[config.mk]
export PLATFORM = sky130hd
export DESIGN_NAME = csa_accumulator
export DESIGN_NICKNAME = d
export VERILOG_FILES = /design/src/rtl/csa_accumulator_pkg.sv /design/src/rtl/csa_accumulator_csa_3to2.sv /design/src/rtl/csa_accumulator.sv
export SDC_FILE = /design/constraint.sdc
export NUM_CORES = 1
export LEC_CHECK = 0
export BUFFER_PORTS_ARGS = -buffer_cell sky130_fd_sc_hd__buf_2
export CAP_MARGIN = 40
export CORE_ASPECT_RATIO = 1.75
export CORE_MARGIN = 2
export CORE_UTILIZATION = 40
export DETAILED_ROUTE_END_ITERATION = 6
export PLACE_DENSITY = 0.63
export SLEW_MARGIN = 20
export SYNTH_ARGS = -nofsm -noshare
export SYNTH_HDL_FRONTEND = slang
export SYNTH_SLANG_ARGS = --single-unit
[constraint.sdc]
create_clock -name clk -period 3.6 [get_ports clk]
set_clock_uncertainty 0.2 [all_clocks]
set_input_delay 0.72 -clock clk [delete_from_list [all_inputs] [get_ports clk]]
set_output_delay 0.72 -clock clk [all_outputs]
set_load 0.05 [all_outputs]
[src/rtl/csa_accumulator_pkg.sv]
// Shared types, default widths and operand alignment for the carry-save accumulator.
package csa_accumulator_pkg;

  typedef enum logic [1:0] {
    ACCUM   = 2'd0,
    RESOLVE = 2'd1,
    OUTPUT  = 2'd2
  } state_t;

  localparam int unsigned DEF_IN_W    = 17;
  localparam int unsigned DEF_ACC_W   = 34;
  localparam int unsigned DEF_SHIFT   = 2;
  localparam int unsigned DEF_MAX_OPS = 9;
  localparam int unsigned ALIGN_W     = 64;

  // Sign-extends an in_w-bit row held in the low bits, then shifts; huge shifts give zero.
  function automatic logic [ALIGN_W-1:0] sext_shift(input logic [ALIGN_W-1:0] row,
                                                     input int unsigned       in_w,
                                                     input int unsigned       shamt);
    logic [ALIGN_W-1:0] mask;
    logic [ALIGN_W-1:0] ext;
    mask = (ALIGN_W'(1) << in_w) - ALIGN_W'(1);
    ext  = row[in_w-1] ? (row | ~mask) : (row & mask);
    if (shamt >= ALIGN_W) return '0;
    return ext << shamt;
  endfunction

endpackage

[src/rtl/csa_accumulator_csa_3to2.sv]
// Width-parametrised 3:2 compressor row: W independent full-adder cells.
module csa_3to2 #(
  parameter int unsigned W = 34
) (
  input  logic [W-1:0] i_a,
  input  logic [W-1:0] i_b,
  input  logic [W-1:0] i_c,
  output logic [W-1:0] o_s,
  output logic [W-1:0] o_c,
  output logic [W-1:0] o_c_shl
);

  logic [W-1:0] w_s;
  logic [W-1:0] w_c;

  for (genvar g = 0; g < W; g++) begin : g_fa
    assign w_s[g] = i_a[g] ^ i_b[g] ^ i_c[g];
    assign w_c[g] = (i_a[g] & i_b[g]) | (i_a[g] & i_c[g]) | (i_b[g] & i_c[g]);
  end

  assign o_s     = w_s;
  assign o_c     = w_c;
  // Carry moves up one weight; the MSB carry falls off (modulo 2^W arithmetic).
  assign o_c_shl = {w_c[W-2:0], 1'b0};

endmodule

[src/rtl/csa_accumulator.sv]
// Sequential carry-save accumulator: one 3:2 row per accepted input, one final CPA.
module csa_accumulator
  import csa_accumulator_pkg::*;
#(
  parameter int unsigned IN_W    = DEF_IN_W,
  parameter int unsigned ACC_W   = DEF_ACC_W,
  parameter int unsigned SHIFT   = DEF_SHIFT,
  parameter int unsigned MAX_OPS = DEF_MAX_OPS,
  localparam int unsigned CNT_W  = $clog2(MAX_OPS + 1)
) (
  input  logic             clk,
  input  logic             rst,
  input  logic             in_valid,
  output logic             in_ready,
  input  logic [IN_W-1:0]  in_data,
  input  logic             in_last,
  output logic             out_valid,
  input  logic             out_ready,
  output logic [ACC_W-1:0] out_sum,
  output logic [CNT_W-1:0] out_count,
  output logic             out_forced
);

  state_t           r_state;
  state_t           w_state_nxt;
  logic [ACC_W-1:0] r_vs;
  logic [ACC_W-1:0] r_vc;
  logic [CNT_W-1:0] r_count;
  logic [ACC_W-1:0] r_out_sum;
  logic [CNT_W-1:0] r_out_count;
  logic             r_out_forced;

  logic [ALIGN_W-1:0] w_align;
  logic [ACC_W-1:0]   w_z;
  logic [ACC_W-1:0]   w_s;
  logic [ACC_W-1:0]   w_c;
  logic [ACC_W-1:0]   w_c_shl;
  logic               w_accept;
  logic               w_last_idx;

  assign w_align    = sext_shift(ALIGN_W'(in_data), IN_W, SHIFT * (32'(r_count)));
  assign w_z        = w_align[ACC_W-1:0];
  assign w_accept   = (r_state == ACCUM) && in_valid;
  assign w_last_idx = (r_count == CNT_W'(MAX_OPS - 1));

  csa_3to2 #(.W(ACC_W)) u_csa (
    .i_a     (r_vs),
    .i_b     (r_vc),
    .i_c     (w_z),
    .o_s     (w_s),
    .o_c     (w_c),
    .o_c_shl (w_c_shl)
  );

  always_ff @(posedge clk) begin
    if (rst) r_state <= ACCUM;
    else     r_state <= w_state_nxt;
  end

  always_comb begin
    w_state_nxt = r_state;
    case (r_state)
      ACCUM:   if (w_accept && (in_last || w_last_idx)) w_state_nxt = RESOLVE;
      RESOLVE: w_state_nxt = OUTPUT;
      OUTPUT:  if (out_ready) w_state_nxt = ACCUM;
      default: w_state_nxt = ACCUM;
    endcase
  end

  always_ff @(posedge clk) begin
    if (rst) begin
      r_vs         <= '0;
      r_vc         <= '0;
      r_count      <= '0;
      r_out_sum    <= '0;
      r_out_count  <= '0;
      r_out_forced <= 1'b0;
    end else begin
      case (r_state)
        ACCUM: begin
          if (w_accept) begin
            r_vs    <= w_s;
            r_vc    <= w_c_shl;
            r_count <= r_count + CNT_W'(1);
            if (in_last || w_last_idx) r_out_forced <= !in_last && w_last_idx;
          end
        end
        RESOLVE: begin
          r_out_sum   <= r_vs + r_vc;
          r_out_count <= r_count;
        end
        OUTPUT: begin
          if (out_ready) begin
            r_vs    <= '0;
            r_vc    <= '0;
            r_count <= '0;
          end
        end
        default: ;
      endcase
    end
  end

  assign in_ready   = (r_state == ACCUM);
  assign out_valid  = (r_state == OUTPUT);
  assign out_sum    = r_out_sum;
  assign out_count  = r_out_count;
  assign out_forced = r_out_forced;

endmodule

==> metrics.txt, run 1 <==
routability cong. roughly 0.90; # nets final 1033; Fill cells 1879; Post-CTS Resized 0; Switching Fraction around a third; cell repeated most along the worst path o21ai_0; PwrDens ~380 nW/um2; synth top area cells dfxtp_1 (31%), fa_1 (9.1%), a21oi_1 (7.9%), nor2_1 (7.4%), ha_1 (6.0%); CTS Hold Bufs 0; Max Cap Viol 0; Avg Inst Size Synth between 8 and 9 um2; P_leak 3.29 nW; # diodes 0; WS Path Type flop to flop; Final Hold Viols 0; IR drop worst, VDD between 200 and 250 uV; RSZ-0062 raised after global routing false; Initial Util approximately two fifths; Die ar. between 15000 and 20000 um2; vias 6495; Post-DRT Antenna Nets 0; post-synth cell types 60; CORE AREA approximately 18000 um2; TritonCTS clock tree done; DRT iter0 DRCs 381; fin crit period around 3.1 ns; share of post-route cells with drive strength above 1 12.4%; total power 3.09 mW; type of element capturing the critical path flop; CTS sink count 112; first-pass detailed-route iteration total 5; largest area contributor in the netlist dfxtp_1; Clk pin slew, worst setup/hold paths roughly 0.070 ns; worst-margin pin slew approximately 0.76 ns; DRC violations left 0; all-layer global routing usage 21.3%; WP data required about 3.7 ns; setup tns final 0 ns; total area of sequential cells between 2000 and 2500 um2; initial antenna violation count 0; sequential share of power between 40 and 50%; first-pass GRT wire length 32.5 mm; pins over their slew limit 0; worst min path class flop to flop; Primary FF master, synth dfxtp_1; CP max-delay cell dfxtp_1; design area between 8000 and 9000 um2; CP cell instances ha_1 > inv_1 > fa_1 > nand2b_1 > a21oi_1 > o21ai_0 > a211o_1 > a211oi_1 > o21ai_0 > a32o_1; critical path arrival 3.18 ns; Post-CTS Setup Inserts 0; area share of the largest cell type after synthesis 30.7%; async set-reset flop share out of synthesis 0%; Syn Inst Count just over 900; Die Wd 106 um; crit-path max FO 3; H-tree levels 3; final period utilization 86.8%; worst setup margin around 0.48 ns; clock group share of total power a little under a third; Cell Area, Synth about 7300 um2; cell-internal power about 2.1 mW; Clk Latency, worst-skew pair between 0.3 and 0.4 ns; most instantiated library cell after synthesis nor2_1; Routed WL 19.8 mm; multi-input logic area approximately 4600 um2; clock root cell clkbuf_16; Post-DP HPWL ~15 mm; syn_nets ~1000; Post-DP Area between 7000 and 8000 um2; Syn. warnings 0; number of flops mapped to enable cells by yosys 0; sequential cell area fraction in the yosys report a little under a third; CTS buffer count 9; vias per cell roughly 5.5; DR WL/cell approximately 17 um; crit-path max cell delay between 0.3 and 0.4 ns; NetSw 1.03 mW; Bufs on Longest Clock Path 2; grt total ovfl 0; I/O pin count between 60 and 70; setup violators final 0; Yosys reg bits 112; achievable frequency between 300 and 400 MHz; die height around 180 um; Logic pwr share approximately a quarter; Slew HR between 40% and 50%; row count 65; Setup WS pre-CTS 0.537 ns; # port buffers just over 60; status finished clean; largest net degree at the start of global routing 68; Worst R2R Setup Slack around 0.48 ns; vias in the first global route between 6000 and 7000; most frequent cells after synthesis nor2_1 (144), a21oi_1 (115), dfxtp_1 (112), nand2_1 (90), o21ai_0 (45); Setup crit start kind flop; area grow syn2layout 10.6%
==> power by group through the flow <==
stage / sequential (mW) / combinational [mW] / clock [mW]
floorplan: 1.42 / 0.524 / 0
global placement: 1.40 / 0.719 / 0
detailed placement: 1.40 / 0.736 / 0
CTS: 1.38 / 0.739 / 1.01
global route: 1.39 / 0.826 / 1.05
finish: 1.38 / 0.736 / 0.983
==> worst paths after layout <==
check | to | cells past startpoint | from
worst max-delay path | out_sum[19]$_SDFFE_PP0N_ | 10 | r_vc[1]$_SDFFE_PP0P_
worst min register to register | out_sum[4]$_SDFFE_PP0N_ | 2 | out_sum[4]$_SDFFE_PP0N_
worst max register to register | out_sum[19]$_SDFFE_PP0N_ | 10 | r_vc[1]$_SDFFE_PP0P_
worst min-delay path | out_sum[4]$_SDFFE_PP0N_ | 2 | out_sum[4]$_SDFFE_PP0N_
==> cell type report <==
class | count | area share [%]
clock buffer | 10 | 2.96
tap | 234 | 3.63
timing repair buffer | 78 | 5.83
clock inverter | 6 | 0.527
multi-input combinational | 700 | 57.3
inverter | 42 | 1.95
sequential | 112 | 27.8
==> flip-flops by register name, summed over array words and instances, names as in the netlist <==
name	count
r_vs	34
out_forced	1
out_count	4
r_state	2
out_sum	34
r_vc	33
r_count	4
==> metrics by stage <==
stage	util, %	hold WS, ns	std cells
after floorplan	-	0.249	911
after global placement	43.0	0.234	1163
after detailed placement	43.2	0.239	1165
after CTS	44.8	0.251	1181
after global routing	44.9	0.269	1182
final	44.9	0.248	1182
==> critical path: cells and delay by family, from the launching register on <==
kind	cells	cell delay, ns
buf+inv	1	0.05
simple gates	1	0.20
flops	1	0.38
compound gates	6	1.63
fa+ha+maj	2	0.56
==> layer usage <==
layer	vias to the layer above	GRT usage (%)	share of wire, %
met1	3084	23.1	39
met4	0	13.7	6.4
met2	127	38.4	52
met3	68	2.89	2.3
li1	3216	-	-
met5	-	0	0
==> cells by family after synthesis <==
family | synth area share (%)
buf+inv | 5.93
fa+ha+maj | 15.1
mux | 3.98
xor+xnor | 3.60
flops | 30.7
compound gates | 22.7
simple gates | 18.0
==> layout by cell type (no fill, tap or decap), types with 14 or more instances in the layout <==
cell type  count
fa_1          33
mux2i_1       20
a22oi_1       35
ha_1          35
xor2_1        17
nor2_1       144
nand2_1       90
inv_1         41
a211oi_1      14
a21oi_1      115
dfxtp_1      112
o21ai_0       45
buf_2         62
Note: power is estimated with default switching activity, not from simulation.
==> inputs of run 2 (changes only) <==
Settings changed: MAX_ROUTING_LAYER set to met4.
==> run 2 against run 1 <==
Effect of this change:
- critical path depth unchanged
- sequential power about the same
- non-clock buffer count unchanged
- wire length increased by 0.16%
- flip-flop and latch count unchanged
- combinational power about the same
==> metrics.txt, run 2 (synthesized netlist as in run 1, its figures left out) <==
Die ar. 19400 um2 (unchanged); Switching Fraction 33.3% (about the same); design area 8070 um2 (unchanged); DRT iter0 DRCs 328 (-14%); placed cell count 1165 (unchanged); most frequent cells in the layout nor2_1 (144), a21oi_1 (115), dfxtp_1 (112); achievable frequency 318 MHz (-0.68%); CTS Hold Bufs 0 (unchanged); Clk pin slew, worst setup/hold paths 0.08 ns (about the same); all-layer global routing usage 22.0% (+0.67 points); clock root cell clkbuf_16; CTS sink count 112 (unchanged); IR drop worst, VDD 208 uV (-0.11%); cell-internal power 2.06 mW (about the same); Setup WS pre-CTS 0.537 ns (unchanged); PwrDens 384 nW/um2 (about the same); Post-CTS Resized 0 (unchanged); Logic pwr share 23.8% (about the same); Fill cells 1879 (unchanged); setup tns final 0 ns (unchanged); type of element capturing the critical path flop; status finished clean; grt total ovfl 0 (unchanged); Clk Latency, worst-skew pair 0.36 ns (about the same); I/O pin count 63 (unchanged); Non-Filler Instances 1182 (unchanged); first-pass detailed-route iteration total 5 (unchanged); setup violators final 0 (unchanged); vias in the first global route 6333 (-0.31%); DRC violations left 0 (unchanged); row count 65 (unchanged); Initial Util 40.6% (unchanged); CORE AREA 18000 um2 (unchanged); Die Wd 106 um (unchanged); vias 6490 (-0.077%); worst min path class flop to flop; DR WL/cell 16.8 um (+0.16%); H-tree levels 3 (unchanged); CTS buffer count 9 (unchanged); Post-DP Area 7770 um2 (unchanged); WP data required 3.65 ns (about the same); P_leak 3.29 nW (unchanged); share of post-route cells with drive strength above 1 12.4% (unchanged); sequential share of power 44.4% (about the same); # port buffers 62 (unchanged); total power 3.10 mW (about the same); pins over their slew limit 0 (unchanged); first-pass GRT wire length 32.6 mm (+0.30%); WS Path Type flop to flop; Post-DP HPWL 15.2 mm (unchanged); Post-DRT Antenna Nets 0 (unchanged); # diodes 0 (unchanged); Slew HR 48.5% (-0.50 points); initial antenna violation count 0 (unchanged); RSZ-0062 raised after global routing false; worst-margin pin slew 0.769 ns (+0.00752 ns); Max Cap Viol 0 (unchanged); Setup crit start kind flop; crit-path max FO 3 (unchanged); largest net degree at the start of global routing 68 (unchanged); worst setup margin 0.456 ns (-0.0213 ns); critical path arrival 3.20 ns (+0.02 ns); clock group share of total power 31.8% (about the same); vias per cell 5.49 (about the same); Bufs on Longest Clock Path 2 (unchanged); # nets final 1033 (unchanged); fin crit period 3.14 ns (+0.0213 ns); routability cong. 0.913 (+1.7%); NetSw 1.03 mW (+0.13%); leading cell type in the layout, fill and taps excluded nor2_1; Routed WL 19.8 mm (+0.16%); Final Hold Viols 0 (unchanged); Post-CTS Setup Inserts 0 (unchanged); area grow syn2layout 10.6% (unchanged); die height 183 um (unchanged); final period utilization 87.3% (+0.59 points); TritonCTS clock tree done
run 2: final timing paths:
| kind | end | start | slack, ns | depth (start not counted) |
|---|---|---|---|---|
| max | out_sum[19]$_SDFFE_PP0N_ | r_vc[1]$_SDFFE_PP0P_ | 0.46 | 10 |
| min | out_sum[4]$_SDFFE_PP0N_ | out_sum[4]$_SDFFE_PP0N_ | 0.25 | 2 |
| max reg2reg | out_sum[19]$_SDFFE_PP0N_ | r_vc[1]$_SDFFE_PP0P_ | 0.46 | 10 |
| min reg2reg | out_sum[4]$_SDFFE_PP0N_ | out_sum[4]$_SDFFE_PP0N_ | 0.25 | 2 |
run 2: layout make-up:
cell class	instances	area [um2]	share of cell area, %
clock buffers	10	239	2.96
multi-input cells	700	4620	57.3
inverters	42	158	1.95
repair buffers	78	470	5.83
clock inverters	6	42.5	0.527
flip-flops and latches	112	2240	27.8
well taps	234	293	3.63
run 2: power by group through the flow:
stage	registers (mW)	logic, mW	clock network (mW)
after floorplan	1.42	0.524	0
after global placement	1.40	0.719	0
after detailed placement	1.40	0.736	0
after CTS	1.38	0.739	1.01
after global routing	1.39	0.827	1.05
final	1.38	0.736	0.984
run 2: worst max-delay path, cell delays in order, from the launching register on:
cell	delay (ns)
dfxtp_1	0.38
ha_1	0.19
inv_1	0.05
fa_1	0.38
nand2b_1	0.20
a21oi_1	0.30
o21ai_0	0.25
a211o_1	0.36
a211oi_1	0.29
o21ai_0	0.16
a32o_1	0.28
run 2: per-layer routing:
| metal | wire (um) | GRT usage (%) | vias to the layer above |
|---|---|---|---|
| met5 | 0 | - | - |
| met3 | 463 | 2.68 | 62 |
| met4 | 1100 | 12.4 | 0 |
| li1 | - | - | 3212 |
| met2 | 10600 | 39.1 | 126 |
| met1 | 7650 | 23.2 | 3090 |
run 2: per-stage QoR:
step / utilization (%) / hold WS [ns]
after floorplan: - / 0.249
after global placement: 43.0 / 0.234
after detailed placement: 43.2 / 0.239
after CTS: 44.8 / 0.251
after global routing: 44.9 / 0.269
final: 44.9 / 0.248
